==> src/rtl/frame_wr_packer.sv <==
// -----------------------------------------------------------------------------
// frame_wr_packer
//
// Purpose:
//   Write-side producer for the frame buffer. This block packs a narrow pixel
//   stream (valid/ready, with a start-of-frame flag) into DATA_WIDTH words. It
//   drives the buffer's active-low write strobe and write data. One frame is
//   FRAME_WORDS words long. The buffer derives its addresses from the strobes.
//
// Optional feature (macro FRAME_WR_EOF_EN):
//   Defining this macro adds the pix_eof input. A pix_eof transfer closes the
//   frame early: it writes the zero-padded partial word and goes to DONE.
//   Without the macro, every frame is exactly FRAME_WORDS words long.
//
// Ports:
//   wr_clk        in   write clock, all logic on posedge
//   reset         in   synchronous, active-high
//   pix_valid     in   pixel present on pix_data
//   pix_data      in   pixel value (PIX_WIDTH)
//   pix_sof       in   first pixel of a frame, qualified by pix_valid
//   pix_eof       in   last pixel of a frame (FRAME_WR_EOF_EN only)
//   pix_ready     out  pixel accepted when pix_valid & pix_ready
//   buf_wr_en_n   out  active-low write strobe, one cycle per word
//   buf_data      out  packed word, valid while buf_wr_en_n == 0
//   words_written out  words written in the current frame (ADDR_WIDTH+1)
//   frame_done    out  one-cycle pulse after the last word of a frame
//   sof_err       out  one-cycle pulse when pix_sof arrives mid-frame
//   state_dbg     out  current FSM state (IDLE=0, PACK=1, DONE=2)
//
// Handshake: a pixel transfers on a posedge where pix_valid and pix_ready are
// both high. pix_ready is registered, so it never depends on pix_valid.
// -----------------------------------------------------------------------------
module frame_wr_packer #(
    parameter int PIX_WIDTH   = 8,
    parameter int DATA_WIDTH  = 32,
    parameter int ADDR_WIDTH  = 3,
    parameter int FRAME_WORDS = 1 << ADDR_WIDTH
) (
    input  logic                  wr_clk,
    input  logic                  reset,
    input  logic                  pix_valid,
    input  logic [PIX_WIDTH-1:0]  pix_data,
    input  logic                  pix_sof,
`ifdef FRAME_WR_EOF_EN
    input  logic                  pix_eof,
`endif
    output logic                  pix_ready,
    output logic                  buf_wr_en_n,
    output logic [DATA_WIDTH-1:0] buf_data,
    output logic [ADDR_WIDTH:0]   words_written,
    output logic                  frame_done,
    output logic                  sof_err,
    output logic [1:0]            state_dbg
);

    localparam int PPW   = DATA_WIDTH / PIX_WIDTH;
    localparam int IDX_W = (PPW > 1) ? $clog2(PPW) : 1;
    localparam logic [IDX_W-1:0]    LAST_IDX      = IDX_W'(PPW - 1);
    localparam logic [ADDR_WIDTH:0] FRAME_WORDS_C = (ADDR_WIDTH + 1)'(FRAME_WORDS);

    typedef enum logic [1:0] {
        IDLE = 2'd0,
        PACK = 2'd1,
        DONE = 2'd2
    } state_t;

    state_t                state_q, state_d;
    logic [IDX_W-1:0]      idx_q, idx_d;
    logic [DATA_WIDTH-1:0] pack_q, pack_d;
    logic                  ready_q, ready_d;
    logic                  wr_en_n_q, wr_en_n_d;
    logic [DATA_WIDTH-1:0] buf_data_q, buf_data_d;
    logic [ADDR_WIDTH:0]   words_q, words_d;
    logic                  frame_done_q, frame_done_d;
    logic                  sof_err_q, sof_err_d;

    logic                  eof_w;
    logic                  take;
    logic [IDX_W-1:0]      lane;
    logic [DATA_WIDTH-1:0] word;
    logic [ADDR_WIDTH:0]   cnt_base;
    logic [ADDR_WIDTH:0]   cnt_next;

`ifdef FRAME_WR_EOF_EN
    assign eof_w = pix_eof;
`else
    assign eof_w = 1'b0;
`endif

    always_comb begin
        state_d      = state_q;
        idx_d        = idx_q;
        pack_d       = pack_q;
        wr_en_n_d    = 1'b1;
        buf_data_d   = buf_data_q;
        words_d      = words_q;
        frame_done_d = 1'b0;
        sof_err_d    = 1'b0;

        // A sof pixel starts a fresh word and count in either IDLE or PACK.
        // This also drops any partial word left over from an aborted frame.
        lane     = pix_sof ? '0 : idx_q;
        word     = pix_sof ? '0 : pack_q;
        word[lane*PIX_WIDTH +: PIX_WIDTH] = pix_data;
        cnt_base = pix_sof ? '0 : words_q;
        cnt_next = cnt_base + 1'b1;

        // IDLE accepts only sof pixels into a frame; all other pixels are dropped.
        take = pix_valid && ready_q &&
               ((state_q == PACK) || ((state_q == IDLE) && pix_sof));

        case (state_q)
            IDLE, PACK: begin
                if (take) begin
                    sof_err_d = pix_sof && (state_q == PACK);
                    if ((lane == LAST_IDX) || eof_w) begin
                        // Lanes above this pixel are already zero, because the
                        // packing register is cleared after every word.
                        wr_en_n_d  = 1'b0;
                        buf_data_d = word;
                        pack_d     = '0;
                        idx_d      = '0;
                        words_d    = cnt_next;
                        state_d    = ((cnt_next == FRAME_WORDS_C) || eof_w) ? DONE : PACK;
                    end else begin
                        pack_d  = word;
                        idx_d   = lane + 1'b1;
                        words_d = cnt_base;
                        state_d = PACK;
                    end
                end
            end
            DONE: begin
                frame_done_d = 1'b1;
                state_d      = IDLE;
            end
            default: state_d = IDLE;
        endcase

        // Ready stays low from the last pixel through the frame_done cycle.
        ready_d = (state_q != DONE) && (state_d != DONE);
    end

    always_ff @(posedge wr_clk) begin
        if (reset) begin
            state_q      <= IDLE;
            idx_q        <= '0;
            pack_q       <= '0;
            ready_q      <= 1'b0;
            wr_en_n_q    <= 1'b1;
            buf_data_q   <= '0;
            words_q      <= '0;
            frame_done_q <= 1'b0;
            sof_err_q    <= 1'b0;
        end else begin
            state_q      <= state_d;
            idx_q        <= idx_d;
            pack_q       <= pack_d;
            ready_q      <= ready_d;
            wr_en_n_q    <= wr_en_n_d;
            buf_data_q   <= buf_data_d;
            words_q      <= words_d;
            frame_done_q <= frame_done_d;
            sof_err_q    <= sof_err_d;
        end
    end

    assign pix_ready     = ready_q;
    assign buf_wr_en_n   = wr_en_n_q;
    assign buf_data      = buf_data_q;
    assign words_written = words_q;
    assign frame_done    = frame_done_q;
    assign sof_err       = sof_err_q;
    assign state_dbg     = state_q;

endmodule

==> config.mk <==
export PLATFORM = sky130hd
export DESIGN_NAME = frame_wr_packer
export DESIGN_NICKNAME = d
export VERILOG_FILES = /design/src/rtl/frame_wr_packer.sv
export SDC_FILE = /design/constraint.sdc
export NUM_CORES = 1
export LEC_CHECK = 0
export CAP_MARGIN = 5
export CORE_MARGIN = 4
export CORE_UTILIZATION = 54
export DETAILED_ROUTE_END_ITERATION = 8
export PLACE_DENSITY = 0.83
export SLEW_MARGIN = 20
export SYNTH_ARGS = -nofsm -noshare
export SYNTH_HDL_FRONTEND = slang
export SYNTH_SLANG_ARGS = --single-unit
==> constraint.sdc <==
create_clock -name wr_clk -period 3.1 [get_ports wr_clk]
set_input_delay 0.62 -clock wr_clk [delete_from_list [all_inputs] [get_ports wr_clk]]
set_output_delay 0.62 -clock wr_clk [all_outputs]
set_load 0.01 [all_outputs]
Word level (Yosys, flattened, before mapping)
Index checks and enable logic that the tools add are counted.
W data, S select, Z words.
{"block": "totals", "ff_bits": 76, "in_bits": 12, "output_inout_bits": 42, "word_cells": 46}
{"block": "op_classes", "addsub": 3, "n_eq_ne": 6, "n_shift": 2, "n_mux": 13, "bitwise_logic": 2, "reduce_logical": 11}
{"op": "$mux W32", "count": 2}
{"op": "$neg A5 Y34", "count": 1}
{"op": "$shift A8 B34 Y32 const A", "count": 1}
{"op": "$shiftx A8 B34 Y32", "count": 1}
{"op": "$bwmux W32", "count": 1}
{"op": "$mux W2", "count": 6}
{"op": "$mux W4", "count": 2}
{"op": "$logic_and A1 B1 Y1", "count": 5}
{"op": "$add A4 B1 Y4 const B", "count": 1}
{"op": "$eq A2 B2 Y1 const B", "count": 2}
{"op": "$eq A4 B4 Y1 const B", "count": 1}
{"op": "$ne A2 B2 Y1 const B", "count": 2}
{"op": "$reduce_and A3 Y1", "count": 1}
{"op": "$reduce_or A3 Y1", "count": 1}
{"op": "$add A2 B1 Y2 const B", "count": 1}
{"op": "$eq A2 B1 Y1 const B", "count": 1}
{"op": "$logic_not A2 Y1", "count": 1}
{"op": "$mux W1", "count": 2}
{"op": "$not A1 Y1", "count": 2}
{"op": "$reduce_and A2 Y1", "count": 1}
{"op": "$reduce_or A2 Y1", "count": 1}
{"op": "$logic_or A1 B1 Y1", "count": 1}

Logic depth before layout (Yosys ltp)
Gate-level depths: netlist of the first run.
{"block": "depth", "ltp_word": 9, "mapped_depth": 10}

Worst setup path before layout of the first run
OpenSTA, ideal clock, no wires.
{"block": "synth_timing", "kind": "input to register", "start": "input port pix_sof", "end": "register pack_q[10]", "t_arrival_ps": 2092, "required_time_ps": 2983, "path_slack_ps": 892, "stages": 8, "path_buffers": 2, "path_cell_list": "nand2b_2 ha_1 nor2b_1 and3_1 buf_2 and2_1 buf_2 a22o_1"}
{"block": "synth_via", "elab_chain_cells": 5, "elab_cells_between_ends": 12, "classes_between": "add/sub: 1; eq/ne: 1; shift: 2; mux: 4; reduce/logical: 4"}
{"element": "from (decl)", "line_no": "43", "rtl": "input logic pix_sof,"}
{"element": "$mux W2", "line_no": "102", "rtl": "lane = pix_sof ? '0 : idx_q;"}
{"element": "$neg A5 Y34", "line_no": "104", "rtl": "word[lane*PIX_WIDTH +: PIX_WIDTH] = pix_data;"}
{"element": "$shiftx A8 B34 Y32 or $shift A8 B34 Y32 (tied branches)", "line_no": "104"}
{"element": "$bwmux W32", "line_no": "104"}
{"element": "$mux W32", "line_no": "116", "rtl": "if ((lane == LAST_IDX) || eof_w) begin"}
{"element": "to (signal assigned)", "line_no": "158", "rtl": "pack_q <= pack_d;"}
{"element": "to (decl)", "line_no": "69", "rtl": "logic [DATA_WIDTH-1:0] pack_q, pack_d;"}
Several ways; a longest one is shown, not always the timed one.
A chain may end at the register's enable or synchronous reset.

Final worst setup path of the first run
{"block": "layout_timing", "start": "input port pix_sof", "end": "register buf_data_q[10], in the netlist buf_data[10]"}
{"block": "layout_via", "elab_chain_cells": 4, "elab_cells_between_ends": 11, "classes_between": "add/sub: 1; eq/ne: 1; shift: 2; mux: 3; reduce/logical: 4"}
{"element": "$mux W2 or $logic_and A1 B1 Y1 (tied branches)", "line_no": "102, 110"}
{"element": "$neg A5 Y34 or $logic_or A1 B1 Y1 (tied branches)", "line_no": "104, 110"}
{"element": "$shiftx A8 B34 Y32, or another cell as far along", "line_no": "104"}
{"element": "$bwmux W32 or $reduce_and A3 Y1 (tied branches)"}
{"element": "to (signal assigned)", "line_no": "161", "rtl": "buf_data_q <= buf_data_d;"}
{"element": "to (decl)", "line_no": "72", "rtl": "logic [DATA_WIDTH-1:0] buf_data_q, buf_data_d;"}
Several ways; a longest one is shown, not always the timed one.

==> results of run 1 <==
[cell usage in the layout (no fill, tap or decap), types with 2 or more instances in the layout]
| cell | n |
|---|---|
| nor2b_1 | 3 |
| and3_1 | 4 |
| o21a_1 | 8 |
| clkbuf_8 | 9 |
| a31oi_1 | 2 |
| ha_1 | 5 |
| bufinv_16 | 2 |
| dfxtp_1 | 68 |
| nor2_1 | 43 |
| inv_1 | 2 |
| clkdlybuf4s50_1 | 53 |
| and2_1 | 2 |
| a32o_1 | 3 |
| a21oi_1 | 8 |
| nor3_1 | 27 |
| nor4_1 | 2 |
| a221oi_1 | 24 |
| buf_4 | 8 |
| o21ai_0 | 15 |
| clkinv_2 | 3 |
| a22o_1 | 21 |
| nand2_1 | 13 |
[logic make-up after synthesis]
family | share of synthesized area
AOI/OAI and AO/OA | 0.232
adders and majority gates | 0.0229
buffers and inverters | 0.0486
DFF | 0.499
and+or+nand+nor | 0.198
[Yosys cell counts]
cell / n
a21oi_1: 8
a221oi_1: 24
a22o_1: 21
a311oi_1: 1
a31oi_1: 2
a32o_1: 3
and2_0: 1
and2_1: 2
and3_1: 4
and3b_1: 1
buf_2: 10
buf_6: 4
clkbuf_1: 7
dfxtp_1: 68
ha_1: 5
inv_1: 2
inv_2: 1
nand2_1: 13
nand2b_2: 1
nand3_1: 1
nand3b_1: 1
nand3b_4: 1
nor2_1: 43
nor2_2: 1
nor2b_1: 3
nor3_1: 27
nor3_4: 1
nor4_1: 2
nor4_2: 1
nor4b_2: 1
o211ai_1: 1
o21a_1: 8
o21ai_0: 15
o21ai_1: 1
or2_1: 1
or3_1: 1
or4_1: 1
[routing by layer]
metal / GRT usage / vias to the layer above / share of wire
met5: 0 / - / 0
met4: 0.0704 / 0 / 0.016
met3: 0.0624 / 16 / 0.074
met2: 0.375 / 103 / 0.48
met1: 0.321 / 1149 / 0.43
li1: - / 1172 / -
[final cells by class]
type | instances | area, um^2
clock buffers | 9 | 124
clock inverters | 7 | 91.3
fillers | 395 | 1320
inverters | 3 | 11.3
multi-input cells | 196 | 1240
flip-flops and latches | 68 | 1360
well taps | 67 | 83.8
repair buffers | 61 | 591
[flip-flops by register name, indices dropped and copies added, names as in the netlist]
| signal | cells |
|---|---|
| state_dbg | 2 |
| frame_done | 1 |
| sof_err | 1 |
| buf_wr_en_n | 1 |
| pix_ready | 1 |
| buf_data | 32 |
| idx_q | 2 |
| pack_q | 24 |
| words_written | 4 |
[where the power goes]
| group | internal (uW) | total (uW) | switching, uW |
|---|---|---|---|
| Sequential | 879 | 885 | 5.68 |
| Clock | 449 | 780 | 331 |
| Combinational | 31.8 | 93.8 | 62.0 |
| Total | 1360 | 1760 | 399 |
[worst max-delay path by stage]
stage / startpoint / end / slack, ps / depth (start not counted)
final: pix_sof / buf_data[10] / 380 / 8
after global routing: pix_sof / buf_data[13] / 130 / 8
after CTS: pix_sof / buf_data[8] / 360 / 8
after detailed placement: pix_sof / buf_data[10] / 20 / 8
after global placement: pix_sof / words_written[0] / 190 / 8
after floorplan: pix_sof / pack_q[10] / 890 / 8
[per-stage QoR]
stage          power (uW)  hold slack (ps)  setup slack [ps]  cell area (um^2)  cells
6_report             1760              473               379              3500    411
4_1_cts              1760              473               362              3500    411
3_5_place_dp          997              456              24.3              3280    395
3_3_place_gp          995              448               186              3280    395
2_1_floorplan         951              443               892              2730    288
5_1_grt              1830              498               127              3500    411
[worst register-to-register path, cell delays in order, from the launching register on]
cell	delay (ps)
dfxtp_1	380
nand2b_2	120
inv_2	130
ha_1	270
o21ai_1	150
nor2_2	810
nor2_1	110
nor3_1	190
==> flow_metrics.env, run 1 <==
export IMPL_grt_max_degree=48
export IMPL_drtIter0Drc=215
export IMPL_path_buf_inv=2
export IMPL_gr_usage_all_layers=0.238
export IMPL_fin_skew_ps=5.68
export IMPL_fin_util=0.726
export IMPL_vias=2440
export IMPL_dr_pass1_iters=4
export IMPL_finalNetCount=356
export IMPL_reg2reg_slack_ps=870
export IMPL_cp_start_kind="input port"
export IMPL_cts_buffer_depth=2
export IMPL_relSlewSlack=0.309
export IMPL_min_path_cells=1
export IMPL_finalCritPeriodShare=0.878
export IMPL_min_delay_start="pack_q[23]"
export IMPL_drive_above_1_share=0.0901
export IMPL_place_congestion=0.790
export IMPL_wirelength_mm=6.81
export IMPL_pin_count=54
export IMPL_n_antenna_cell=0
export IMPL_holdPathEnd="pack_q[23]"
export IMPL_die_area_um2=6260
export IMPL_numCtsBuffers=9
export IMPL_grt_setup_unrepaired="false"
export IMPL_fp_dieH_um=79.1
export IMPL_p_per_area_nw_per_um2=503
export IMPL_worstPathMaxFanout=25
export IMPL_cts_root_buf="clkbuf_8"
export IMPL_fmax_mhz=367
export IMPL_clk_latency_ps=340
export IMPL_r2r_end="buf_data[10]"
export IMPL_setup_viol=0
export IMPL_netlist_instances=288
export IMPL_areaGrowthSynthToFinish_pct=28.1
export IMPL_antenna_found_initial=0
export IMPL_ys_ff_latch=68
export IMPL_grt_overflow_total=0
export IMPL_hpwlAfterDp_mm=4.44
export IMPL_drtAntennaViolNets=0
export IMPL_fin_tns_setup_ps=0
export IMPL_rr_worst_depth=7
export IMPL_die_w_um=79.1
export IMPL_initial_utilization=0.567
export IMPL_cts_setup_buffers=0
export IMPL_hold_viol_final=0
export IMPL_end_kind="register"
export IMPL_p_leak_uw=0.00129
export IMPL_critPathTopFamily="simple AND/OR/NAND/NOR gates"
export IMPL_avgSynthCellArea_um2=9.48
export IMPL_yosys_area_top_type_share=0.499
export IMPL_core_area_um2=4820
export IMPL_cts_resized=0
export IMPL_clkTransAtPathRegs_ps=70
export IMPL_drc=0
export IMPL_irDropWorstVdd_uv=312
export IMPL_cts_sinks=68
export IMPL_cts_hold_buf=0
export IMPL_worstPathArrival_ps=2980
export IMPL_status="complete, no violations"
export IMPL_synth_nets=305
export IMPL_yosysUniqueCellTypes=37
export IMPL_grt_pass1_wl_mm=11.7
export IMPL_required_ps=3360
export IMPL_path_class="input port to register"
export IMPL_netlist_area_um2=2730
export IMPL_worstPathCellList="clkdlybuf4s50_1 -> nand2b_2 -> inv_2 -> ha_1 -> o21ai_1 -> nor2_2 -> nor2_1 -> nor3_1"
export IMPL_reg2reg_from="idx_q[0]"
export IMPL_post_drt_wl_per_cell_um=16.6
export IMPL_cts_tree="yes"
export IMPL_ys_seq_area_frac=0.499
export IMPL_hold_class="register to register"
export IMPL_synth_area_leaders="dfxtp_1, a221oi_1, a22o_1"
export IMPL_grt_pass1_vias=2401
export IMPL_htreeDepth=3
export IMPL_cap_violations=0
export IMPL_yosysWarnings=0
export IMPL_worst_pin_slew_ps=1040
export IMPL_final_min_clock_period_ps=2720
export IMPL_crit_path_max_incr_delay_ps=810
export IMPL_crit_path_top_delay_cell="nor2_2"
export IMPL_vias_per_cell=5.94
export IMPL_portBuffers=53
export IMPL_row_count=25
export IMPL_drv_slew=0
export IMPL_yosys_area_top_type="dfxtp_1"
Note: power is estimated with default switching activity, not from simulation.
==> inputs of run 2 (changes only) <==
--- a/config.mk
+++ b/config.mk
@@ -6,7 +6,6 @@
 export NUM_CORES = 1
 export LEC_CHECK = 0
 export CAP_MARGIN = 5
-export CORE_MARGIN = 4
 export CORE_UTILIZATION = 54
 export DETAILED_ROUTE_END_ITERATION = 8
 export PLACE_DENSITY = 0.83
==> run 2 against run 1 <==
Routed wire length increased by 0.56%. Setup slack improved by 260 ps. Count of clock-buffer cells in the layout unchanged. Combinational power increased by 0.9%. Clock power decreased by 6.5%. Critical path type unchanged. First-iteration DRC count increased by 8.8%. Critical path depth decreased by 1. Largest cell class unchanged. Cell count increased by 0.24%. Design area decreased by 0.25%. Clock skew increased by 1.1 ps. Critical endpoint is now pack_q[17]. Register-to-register slack improved by 220 ps.
==> flow_metrics.env, run 2 (same netlist as run 1, synthesis figures left out) <==
export IMPL_grt_max_degree=48
export IMPL_gr_usage_all_layers=0.282
export IMPL_n_antenna_cell=0
export IMPL_largest_register_ff_count=32
export IMPL_cts_resized=0
export IMPL_areaGrowthSynthToFinish_pct=27.8
export IMPL_drtIter0Drc=234
export IMPL_crit_path_top_delay_cell="clkdlybuf4s50_1"
export IMPL_fmax_mhz=406
export IMPL_die_area_um2=5340
export IMPL_path_class="input port to register"
export IMPL_hold_viol_final=0
export IMPL_relSlewSlack=0.625
export IMPL_layout_common_cells="dfxtp_1, clkdlybuf4s50_1, nor2_1, nor3_1, a221oi_1"
export IMPL_cts_buffer_depth=2
export IMPL_initial_utilization=0.570
export IMPL_core_area_um2=4790
export IMPL_numCtsBuffers=9
export IMPL_cts_setup_buffers=0
export IMPL_p_leak_uw=0.00129
export IMPL_cts_hold_buf=0
export IMPL_critPathTopFamily="simple AND/OR/NAND/NOR gates"
export IMPL_cts_tree="yes"
export IMPL_dp_cells=396
export IMPL_vias=2456
export IMPL_status="complete, no violations"
export IMPL_path_buf_inv=2
export IMPL_wirelength_mm=6.85
export IMPL_drtAntennaViolNets=0
export IMPL_grt_setup_unrepaired="false"
export IMPL_drive_above_1_share=0.0928
export IMPL_final_cell_count_no_fill=412
export IMPL_final_min_clock_period_ps=2460
export IMPL_die_w_um=73.1
export IMPL_required_ps=3390
export IMPL_portBuffers=53
export IMPL_end_kind="register"
export IMPL_finalNetCount=357
export IMPL_irDropWorstVdd_uv=362
export IMPL_cts_root_buf="clkbuf_8"
export IMPL_drc=0
export IMPL_post_drt_wl_per_cell_um=16.6
export IMPL_cap_violations=0
export IMPL_design_area_um2=3490
export IMPL_grt_overflow_total=0
export IMPL_whs_ps=476
export IMPL_hpwlAfterDp_mm=4.26
export IMPL_fp_dieH_um=73.1
export IMPL_worst_pin_slew_ps=561
export IMPL_fin_util=0.729
export IMPL_worstPathArrival_ps=2750
export IMPL_fin_tns_setup_ps=0
export IMPL_finalCritPeriodShare=0.794
export IMPL_dr_pass1_iters=4
export IMPL_cp_start_kind="input port"
export IMPL_cts_sinks=68
export IMPL_final_common_cell="dfxtp_1"
export IMPL_clkTransAtPathRegs_ps=80
export IMPL_vias_per_cell=5.96
export IMPL_setup_viol=0
export IMPL_place_congestion=0.897
export IMPL_dpl_instance_area_um2=3290
export IMPL_htreeDepth=3
export IMPL_crit_path_max_incr_delay_ps=500
export IMPL_drv_slew=0
export IMPL_grt_pass1_wl_mm=11.2
export IMPL_pin_count=54
export IMPL_p_per_area_nw_per_um2=490
export IMPL_worstPathCellList="clkdlybuf4s50_1 -> nand2b_2 -> inv_2 -> ha_1 -> nor4_2 -> and2_0 -> a22o_1"
export IMPL_clk_latency_ps=340
export IMPL_hold_class="register to register"
export IMPL_antenna_found_initial=0
export IMPL_fin_skew_ps=6.74
export IMPL_worstPathMaxFanout=7
export IMPL_row_count=25
export IMPL_grt_pass1_vias=2220
-- run 2: area by class of cell --
class,instances,area [um^2]
inverter,3,11.3
fill,369,1300
tap,67,83.8
multi-input combinational,196,1240
sequential,68,1360
clock buffer,9,124
timing repair buffer,62,598
clock inverter,7,75.1
-- run 2: report_power, final --
part	internal [uW]	total, uW	switching, uW
Combinational	31.4	94.6	63.1
Sequential	879	885	6.31
Clock	375	729	353
-- run 2: worst paths after layout --
kind | start | to | slack (ps) | depth (start not counted)
max | pix_sof | pack_q[17] | 640 | 7
min | pack_q[15] | pack_q[15] | 480 | 1
max reg2reg | idx_q[0] | pack_q[17] | 1090 | 6
min reg2reg | pack_q[15] | pack_q[15] | 480 | 1
-- run 2: through the flow --
stage | worst slack (ps) | power, uW
6_report | 639 | 1710
5_1_grt | 467 | 1760
4_1_cts | 646 | 1710
3_5_place_dp | 294 | 997
3_3_place_gp | 371 | 996
2_1_floorplan | 892 | 951
-- run 2: metal layers --
layer,up-vias,part of all wire,track usage
met5,-,0,0
met4,0,0.021,0.139
met3,14,0.068,0.0649
met2,97,0.48,0.439
met1,1176,0.43,0.367
li1,1169,-,-
==> inputs of run 3 (changes only) <==
--- a/config.mk
+++ b/config.mk
@@ -6,9 +6,9 @@
 export NUM_CORES = 1
 export LEC_CHECK = 0
 export CAP_MARGIN = 5
-export CORE_UTILIZATION = 54
+export CORE_UTILIZATION = 50
 export DETAILED_ROUTE_END_ITERATION = 8
-export PLACE_DENSITY = 0.83
+export PLACE_DENSITY = 0.78
 export SLEW_MARGIN = 20
 export SYNTH_ARGS = -nofsm -noshare
 export SYNTH_HDL_FRONTEND = slang
==> constraint.sdc (replaced) <==
create_clock -name wr_clk -period 2.5 [get_ports wr_clk]
set_input_delay 0.5 -clock wr_clk [delete_from_list [all_inputs] [get_ports wr_clk]]
set_output_delay 0.5 -clock wr_clk [all_outputs]
set_load 0.01 [all_outputs]
==> run 3 against run 2 <==
Critical path depth grew 2. Routed wire length is essentially flat. Die area grew 7.8%. Sequential share of layout area shrank 1.8 points. Register-to-register slack lost 570 ps. Via count grew 1.9%.
==> flow_metrics.env, run 3 (same netlist as run 1, synthesis figures left out) <==
export IMPL_whs_ps=470
export IMPL_antenna_found_initial=0
export IMPL_finalWorstSetupSlack_ps=164
export IMPL_crit_path_max_incr_delay_ps=470
export IMPL_hpwlAfterDp_mm=4.63
export IMPL_cts_setup_buffers=0
export IMPL_cts_root_buf="clkbuf_8"
export IMPL_worstPathCellList="clkdlybuf4s50_1 -> nand2b_2 -> buf_4 -> ha_1 -> nor2b_1 -> and3_1 -> and2_0 -> buf_4 -> a22o_1"
export IMPL_cts_sinks=68
export IMPL_die_area_um2=5760
export IMPL_finalCritPeriodShare=0.934
export IMPL_cts_buffer_depth=2
export IMPL_cts_hold_buf=0
export IMPL_finalNetCount=375
export IMPL_cap_violations=0
export IMPL_layout_common_cells="dfxtp_1, clkdlybuf4s50_1, nor2_1, nor3_1, buf_4"
export IMPL_p_int_uw=1730
export IMPL_fp_dieH_um=75.9
export IMPL_numCtsBuffers=9
export IMPL_path_class="input port to register"
export IMPL_wirelength_mm=6.85
export IMPL_multi_input_area_um2=1240
export IMPL_p_per_area_nw_per_um2=614
export IMPL_cts_tree="yes"
export IMPL_fin_skew_ps=8.23
export IMPL_seqPwrFrac=0.490
export IMPL_row_count=26
export IMPL_grt_pass1_wl_mm=10.8
export IMPL_hold_viol_final=0
export IMPL_fill_cells=405
export IMPL_grt_pass1_vias=2210
export IMPL_portBuffers=53
export IMPL_worst_pin_slew_ps=541
export IMPL_worstPathMaxFanout=10
export IMPL_status="complete, no violations"
export IMPL_areaGrowthSynthToFinish_pct=33.9
export IMPL_core_area_um2=5170
export IMPL_dr_pass1_iters=4
export IMPL_pwr_share_comb=0.057
export IMPL_required_ps=2790
export IMPL_cts_resized=0
export IMPL_end_kind="register"
export IMPL_initial_utilization=0.528
export IMPL_drive_above_1_share=0.135
export IMPL_vias=2503
export IMPL_drtIter0Drc=166
export IMPL_switching_share=0.228
export IMPL_vias_per_cell=5.78
export IMPL_setup_viol=0
export IMPL_clk_latency_ps=350
export IMPL_crit_path_frequent_cell="buf_4"
export IMPL_irDropWorstVdd_uv=351
export IMPL_critPathTopFamily="simple AND/OR/NAND/NOR gates"
export IMPL_drtAntennaViolNets=0
export IMPL_htreeDepth=3
export IMPL_clkTransAtPathRegs_ps=70
export IMPL_pin_count=54
export IMPL_final_min_clock_period_ps=2340
export IMPL_final_common_cell="dfxtp_1"
export IMPL_drv_slew=0
export IMPL_relSlewSlack=0.638
export IMPL_grt_overflow_total=0
export IMPL_post_drt_wl_per_cell_um=15.8
export IMPL_drc=0
export IMPL_largest_register_ff_count=32
export IMPL_p_leak_uw=0.00138
export IMPL_dpl_instance_area_um2=3430
export IMPL_gr_usage_all_layers=0.256
export IMPL_grt_setup_unrepaired="false"
export IMPL_hold_class="register to register"
export IMPL_fmax_mhz=428
export IMPL_fin_tns_setup_ps=0
export IMPL_n_antenna_cell=0
export IMPL_path_buf_inv=3
export IMPL_die_w_um=75.9
export IMPL_pwr_share_clk=0.454
export IMPL_design_area_um2=3650
export IMPL_regArea_um2=1360
export IMPL_cp_start_kind="input port"
export IMPL_grt_max_degree=48
export IMPL_worstPathArrival_ps=2630
export IMPL_switchingPower_uw=511
export IMPL_post_place_ws_ps=-138
export IMPL_crit_path_top_delay_cell="clkdlybuf4s50_1"
export IMPL_place_congestion=0.905
run 3: cell count changes in the layout (fill, tap and decap cells not counted):
cell / before / now
clkbuf_8: 9 / 10
clkinvlp_4: 0 / 2
clkinv_2: 2 / 0
buf_4: 9 / 27
clkbuf_1: 0 / 1
clkinv_4: 3 / 0
bufinv_16: 1 / 2
run 3: power groups by stage:
stage               Sequential (uW)  Clock (uW)  Combinational, uW
floorplan                      1120           0               59.3
global placement               1120           0                125
detailed placement             1120           0                126
CTS                            1100        1030                127
global route                   1100        1070                137
finish                         1100        1020                127
run 3: area by class of cell:
| cell class | instances | share of cell area |
|---|---|---|
| sequential | 68 | 0.372 |
| multi-input combinational | 196 | 0.338 |
| timing repair buffer | 80 | 0.201 |
| clock buffer | 11 | 0.0387 |
| tap | 70 | 0.0240 |
| clock inverter | 5 | 0.0229 |
| inverter | 3 | 0.00308 |
run 3: path summary, 6_finish.rpt:
kind	from	end	slack, ps	depth (start not counted)
max	pix_sof	pack_q[22]	160	9
min	pack_q[23]	pack_q[23]	470	1
min reg2reg	pack_q[23]	pack_q[23]	470	1
max reg2reg	idx_q[0]	pack_q[22]	520	8
run 3: stage by stage:
step	instances	power, uW	utilization
6_report	433	2240	0.707
5_1_grt	433	2310	0.707
4_1_cts	433	2250	0.707
3_5_place_dp	417	1250	0.663
3_3_place_gp	417	1250	0.663
2_1_floorplan	288	1180	-
run 3: per-layer routing:
layer | track usage | up-vias | wire (um)
li1 | - | 1205 | -
met1 | 0.339 | 1192 | 3090
met2 | 0.399 | 94 | 3180
met3 | 0.0476 | 12 | 466
met4 | 0.128 | 0 | 113
met5 | 0 | - | 0
